<file path="src/rtl/result_display_seq.sv">
// result_display_seq: stores up to DEPTH 16-bit result words and shows one at
// a time as four hex digits on a multiplexed, active-low 7-segment display.
// The shown word advances on each rising edge of a sampled 1 Hz level.
//
// Ports:
//   clk       board clock (all logic runs here)
//   rst       synchronous, active-high reset
//   slow_clk  1 Hz square wave, sampled as a level
//   clear     one-cycle pulse, empties the buffer
//   in_data   result word to store
//   in_valid  in_data valid this cycle
//   in_ready  a slot is free (write = in_valid & in_ready)
//   cur_idx   index of the displayed word
//   an        digit enables, active-low, an[0] rightmost
//   seg       segments {g,f,e,d,c,b,a}, active-low
module result_display_seq #(
    parameter int unsigned DEPTH       = 4,
    parameter int unsigned REFRESH_DIV = 10000
) (
    input  logic                       clk,
    input  logic                       rst,
    input  logic                       slow_clk,
    input  logic                       clear,
    input  logic [15:0]                in_data,
    input  logic                       in_valid,
    output logic                       in_ready,
    output logic [$clog2(DEPTH)-1:0]   cur_idx,
    output logic [3:0]                 an,
    output logic [6:0]                 seg
);

    localparam int unsigned IDX_W  = $clog2(DEPTH);
    localparam int unsigned CNT_W  = IDX_W + 1;
    localparam int unsigned RCNT_W = (REFRESH_DIV > 1) ? $clog2(REFRESH_DIV) : 1;

    localparam logic [CNT_W-1:0]  CNT_FULL  = CNT_W'(DEPTH);
    localparam logic [RCNT_W-1:0] RCNT_LAST = RCNT_W'(REFRESH_DIV - 1);

    localparam logic [3:0] AN_BLANK  = 4'hF;
    localparam logic [6:0] SEG_BLANK = 7'h7F;

    typedef enum logic {
        EMPTY = 1'b0,
        SHOW  = 1'b1
    } state_t;

    state_t              state;
    logic                slow_d;
    logic [CNT_W-1:0]    count;
    logic [15:0]         mem [DEPTH];
    logic [RCNT_W-1:0]   rcnt;
    logic [1:0]          dsel;

    logic                tick_c;
    logic                wr_en_c;
    logic [CNT_W-1:0]    idx_inc_c;
    logic [IDX_W-1:0]    idx_next_c;
    logic [3:0]          nib_c;
    logic [6:0]          seg_dec_c;
    logic [3:0]          an_dec_c;

    // Slot availability; forced low while in reset.
    assign in_ready = ~rst & (count != CNT_FULL);

    // A clear in the same cycle drops the write.
    assign wr_en_c = in_valid & in_ready & ~clear;

    // Rising edge of the sampled slow clock.
    assign tick_c = slow_clk & ~slow_d;

    // Next display index; wraps against the count before any same-cycle write.
    always_comb begin
        idx_inc_c  = CNT_W'(cur_idx) + CNT_W'(1);
        idx_next_c = cur_idx + IDX_W'(1);
        if (idx_inc_c == count) begin
            idx_next_c = '0;
        end
    end

    // Digit select and hex-to-segment decode for the current word.
    always_comb begin
        nib_c    = mem[cur_idx][{dsel, 2'b00} +: 4];
        an_dec_c = ~(4'b0001 << dsel);
        case (nib_c)
            4'h0:    seg_dec_c = 7'h40;
            4'h1:    seg_dec_c = 7'h79;
            4'h2:    seg_dec_c = 7'h24;
            4'h3:    seg_dec_c = 7'h30;
            4'h4:    seg_dec_c = 7'h19;
            4'h5:    seg_dec_c = 7'h12;
            4'h6:    seg_dec_c = 7'h02;
            4'h7:    seg_dec_c = 7'h78;
            4'h8:    seg_dec_c = 7'h00;
            4'h9:    seg_dec_c = 7'h10;
            4'hA:    seg_dec_c = 7'h08;
            4'hB:    seg_dec_c = 7'h03;
            4'hC:    seg_dec_c = 7'h46;
            4'hD:    seg_dec_c = 7'h21;
            4'hE:    seg_dec_c = 7'h06;
            default: seg_dec_c = 7'h0E;
        endcase
    end

    // Word storage; contents are not reset and are don't-care after clear.
    always_ff @(posedge clk) begin
        if (wr_en_c) begin
            mem[count[IDX_W-1:0]] <= in_data;
        end
    end

    // Control FSM, refresh scan and registered display outputs.
    always_ff @(posedge clk) begin
        if (rst) begin
            state   <= EMPTY;
            count   <= '0;
            cur_idx <= '0;
            slow_d  <= 1'b0;
            rcnt    <= '0;
            dsel    <= 2'd0;
            an      <= AN_BLANK;
            seg     <= SEG_BLANK;
        end else begin
            slow_d <= slow_clk;

            // Refresh keeps scanning regardless of clear.
            if (rcnt == RCNT_LAST) begin
                rcnt <= '0;
                dsel <= dsel + 2'd1;
            end else begin
                rcnt <= rcnt + RCNT_W'(1);
            end

            if (state == SHOW) begin
                an  <= an_dec_c;
                seg <= seg_dec_c;
            end else begin
                an  <= AN_BLANK;
                seg <= SEG_BLANK;
            end

            if (clear) begin
                state   <= EMPTY;
                count   <= '0;
                cur_idx <= '0;
            end else begin
                case (state)
                    EMPTY: begin
                        if (wr_en_c) begin
                            state <= SHOW;
                            count <= count + CNT_W'(1);
                        end
                    end
                    SHOW: begin
                        if (tick_c) begin
                            cur_idx <= idx_next_c;
                        end
                        if (wr_en_c) begin
                            count <= count + CNT_W'(1);
                        end
                    end
                    default: begin
                        state <= EMPTY;
                    end
                endcase
            end
        end
    end

endmodule

</file>
<file path="config.mk">
export PLATFORM = sky130hd
export DESIGN_NAME = result_display_seq
export DESIGN_NICKNAME = d
export VERILOG_FILES = /design/src/rtl/result_display_seq.sv
export SDC_FILE = /design/constraint.sdc
export NUM_CORES = 1
export LEC_CHECK = 0
export CAP_MARGIN = 30
export CORE_MARGIN = 3
export CORE_UTILIZATION = 36
export CTS_BUF_LIST = sky130_fd_sc_hd__clkbuf_4 sky130_fd_sc_hd__clkbuf_8
export DETAILED_ROUTE_END_ITERATION = 8
export PLACE_DENSITY = 0.55
export REMOVE_ABC_BUFFERS = 1
export SETUP_SLACK_MARGIN = 0.15
export SYNTH_ARGS = -nofsm -noshare
export SYNTH_HDL_FRONTEND = slang
export SYNTH_SLANG_ARGS = --single-unit
</file>
<file path="constraint.sdc">
create_clock -name clk -period 2.75 [get_ports clk]
set_input_delay 0.4125 -clock clk [delete_from_list [all_inputs] [get_ports clk]]
set_output_delay 0.4125 -clock clk [all_outputs]
set_load 0.02 [all_outputs]
</file>
## Word level (Yosys, flattened, before mapping)

Memories as Yosys holds them, arrays and structs flattened. A register that Yosys moved wholly into a read port is not among the register bits.
Cells that the tools add are included.

- Bits of input ports: 21
- Register bits: 27
- Output and inout bits: 14
- Memories: 2
- Memory bits (writable): 64
- Memory bits (read-only): 112
- Logic and storage cells: 39

Memory list:

| name | words | width | rd ports | clocked after memory_dff | write ports | line | text |
|---|---|---|---|---|---|---|---|
| (no name shown) | 16 | 7 | 1 | 1 | 0 | 84 | `case (nib_c)` |
| mem | 4 | 16 | 1 | 1 | 1 | 50 | `logic [15:0] mem [DEPTH];` |

- Muxes and demuxes: 7
- Shift operators: 2
- Bitwise gates (word level): 9
- Eq/ne operators: 3
- Add/subtract/negate cells: 5
- Reduce and logical (&&, ||, !) cells: 4

Operator list:

| operator | number |
|---|---|
| 16-bit by 5-bit variable part select with 4-bit output | 1 |
| 14-bit by 1-bit adder with 14-bit output, second input constant | 1 |
| 14-bit == test, second input constant | 1 |
| 2-bit two-way mux | 3 |
| 2-bit OR reduction | 3 |
| 2-bit by 1-bit adder with 2-bit output, second input constant | 2 |
| 1-bit AND | 4 |
| 1-bit NOT | 4 |
| 4-bit NOT | 1 |
| 1-bit by 2-bit left shift with 4-bit output, first input constant | 1 |
| 2-bit by 1-bit adder with 3-bit output, second input constant | 1 |
| 3-bit by 1-bit adder with 3-bit output, second input constant | 1 |
| 3-bit == test | 1 |
| 1-bit two-way mux | 3 |
| 3-bit two-way mux | 1 |
| 3-bit inequality test, second input constant | 1 |
| 2-bit AND reduction | 1 |

## Depth between registers and ports, before layout

- Depth in word-level cells: 6
- Depth in mapped cells: 11
- Mapped depth without buffers: 9

## Worst setup path before layout

Ideal clock, no wire load.

- Path kind: register -> register
- Start: register (tool-made name)
- End: register seg[6]
- Period minus slack after synthesis: 2.596 ns
- Path buffers: 2
- Arrival: 2.474 ns
- Data required time: 2.628 ns
- Stages on the path, launching flop included: 12
- Setup time: 0.122 ns
- Setup slack: 0.154 ns
- Cell sequence: dfxtp_1 > buf_6 > buf_12 > mux4_1 > a22o_1 > a221oi_4 > inv_1 > ha_1 > inv_1 > a21oi_1 > o21bai_1 > a221o_1

RTL lines:

| what | line | text |
|---|---|---|
| end, declared | 29 | `output logic [6:0] seg` |

==> qor.yml <==
setup_slack_ps: 245
start_kind: "flop"
first_pass_iters: 4
antenna_found_initial: 0
h-tree-depth: 3
critical_path_arrival_ps: 2760
yosys_warnings: 0
power_density_nw_per_um2: 538
synth_area_per_cell_um2: 14.7
grt_use_total: 0.122
synth_seq_cells: 100
hold_buffers: 0
drv_cap: 0
power_leakage_nw: 1.75
min_delay_path_depth: 1
drc: 0
cts_tree: "yes"
clock-sinks: 100
rrSetupSlack_ps: 240
place_area_um2: 4800
numCtsBuffers: 9
slew_headroom: 0.655
drtIter0Drc: 167
critPathRequiredTime_ps: 3000
r2r-end: "seg[3]"
final_area_um2: 5030
die-area_um2: 13100
avgRoutedWirePerCell_um: 15.3
peakVddDrop_mv: 0.402
finalMaxSlewViolations: 0
clkTransAtPathRegs_ps: 110
start_util: 0.378
min_from: "rcnt[0]"
final_cell_mix: "edfxtp_1, dfxtp_1, clkdlybuf4s50_1"
coreArea_um2: 11200
nets: 373
hold_path.class: "flop to flop"
grt_first_pass_wirelength_um: 12200
drive_above_1_share: 0.126
syn-cell-area_um2: 4230
regArea_um2: 2650
cts-root-buf: "clkbuf_8"
reg2reg_depth: 9
synth_edf_count: 64
ys_seq_area_frac: 0.625
layout_commonest_cell: "edfxtp_1"
status: "completed"
crit_type: "flop to flop"
wirelength_um: 7360
clock-skew-final_ps: 19.2
netlist_instances: 287
setup_violations: 0
dp_hpwl_um: 5020
insertion_delay_ps: 380
clock_path_buffers: 2
grt_setup_unrepaired: "false"
post-route-util: 0.450
gp_congestion: 0.754
die_y_um: 114
period_share: 0.911
crit_path_max_fanout: 6
synth_cell_type_count: 49
die_w_um: 114
finalCriticalPeriod_ps: 2510
diodes: 0
ios: 35
grt.overflow.total: 0
pre_cts_ws_ps: 31.9
hold_path_end: "rcnt[0]"
grt_pass1_vias: 2345
num_rows: 38
post-place-cells: 463
hold_violations: 0
multiInputGateArea_um2: 1470
area_delta_synth_final_pct: 19.1
synth_flop_cell: "edfxtp_1"
via_count: 2374
grt_max_degree: 22
via_per_inst: 4.94
ys_async_sr_fraction: 0
postRouteAntennaNets: 0
tightest_slew_ps: 517
fmaxAchievable_mhz: 399
end_kind: "flop"
portBuffers: 34
nFillCells: 994
stdcell_count: 481
-- cell families (layout without fill, tap and decap cells) --
logic type | after synthesis | count (layout) | synth area share
compound gates | 32 | 32 | 0.0628
xor+xnor | 18 | 18 | 0.0373
fa+ha+maj | 16 | 16 | 0.0474
buf+inv | 20 | 74 | 0.0269
flops | 100 | 100 | 0.625
mux | 20 | 20 | 0.102
simple gates | 81 | 81 | 0.0977
-- area by class of cell --
type,instances,share of cell area
clock inverter,7,0.0167
sequential,100,0.526
tap,140,0.0348
inverter,10,0.00746
clock buffer,9,0.0246
multi-input combinational,167,0.291
timing repair buffer,48,0.0992
-- cell usage after synthesis, drive strengths merged (2+ instances only) --
| cell type | count | area, um2 |
|---|---|---|
| edfxtp | 64 | 1920 |
| dfxtp | 36 | 721 |
| nor2 | 29 | 109 |
| ha | 16 | 200 |
| mux4 | 15 | 383 |
| nand2 | 11 | 41.3 |
| inv | 10 | 37.5 |
| xnor2 | 10 | 87.6 |
| and2 | 9 | 57.6 |
| a21oi | 8 | 40.0 |
| xor2 | 8 | 70.1 |
| and3 | 6 | 37.5 |
| buf | 6 | 51.3 |
| nand3 | 6 | 30.0 |
| a22oi | 5 | 52.6 |
| mux2i | 5 | 50.1 |
| nor2b | 5 | 31.3 |
| clkbuf | 4 | 25.0 |
| nand4 | 4 | 25.0 |
| nand2b | 3 | 18.8 |
| a211o | 2 | 17.5 |
| a211oi | 2 | 15.0 |
| a21boi | 2 | 15.0 |
| a221o | 2 | 20.0 |
| a221oi | 2 | 35.0 |
| and4 | 2 | 17.5 |
| o21ai | 2 | 13.8 |
| o21bai | 2 | 15.0 |
-- flip-flops by register name (all words and copies together), names as in the netlist, named ones only --
| register | count |
|---|---|
| mem | 64 |
| rcnt | 14 |
| dsel | 2 |
| state | 1 |
| count | 3 |
| slow_d | 1 |
| seg | 7 |
| cur_idx | 2 |
| an | 4 |
-- timing repair --
action / CTS / global route
setup endpoints to repair: 5 / 6
resized for setup: 1 / 3
setup buffers: 0 / 2
-- power by group --
group	switching [mW]	leakage, nW	internal [mW]
clock network	0.585	0.105	0.368
logic	0.0639	0.773	0.0674
registers	0.00891	0.871	1.61
total	0.658	1.75	2.05
-- through the flow --
step                hold WS, ps  power [mW]  TNS (ps)
floorplan                   426        1.71      -138
global placement            441        1.79         0
detailed placement          449        1.79         0
CTS                         475        2.75         0
global route                522        2.83         0
finish                      472        2.71         0
-- worst max path at each step --
| stage | startpoint | end | slack (ps) | depth (start not counted) |
|---|---|---|---|---|
| 2_1_floorplan | flop | seg[6] | -90 | 9 |
| 3_3_place_gp | flop | seg[6] | 70 | 9 |
| 3_5_place_dp | flop | seg[6] | 30 | 9 |
| 4_1_cts | flop | seg[6] | 160 | 9 |
| 5_1_grt | flop | seg[6] | 140 | 9 |
| 6_report | flop | seg[3] | 240 | 9 |
-- metal layers --
| layer | wire length, um | vias to the layer above | track usage |
|---|---|---|---|
| li1 | - | 1170 | - |
| met1 | 3510 | 1154 | 0.164 |
| met2 | 3420 | 45 | 0.190 |
| met3 | 366 | 5 | 0.0391 |
| met4 | 57 | 0 | 0.0372 |
| met5 | 0 | - | 0 |
-- critical path, cell delays in order (launching register included) --
cell and delay [ps]:
dfxtp_4 410, buf_4 140, mux4_1 600, a22oi_1 220, nand2_1 140, ha_1 220
inv_1 70, a21oi_1 60, a2111oi_0 440, a31oi_1 80
(Power assumes the default switching activity.)
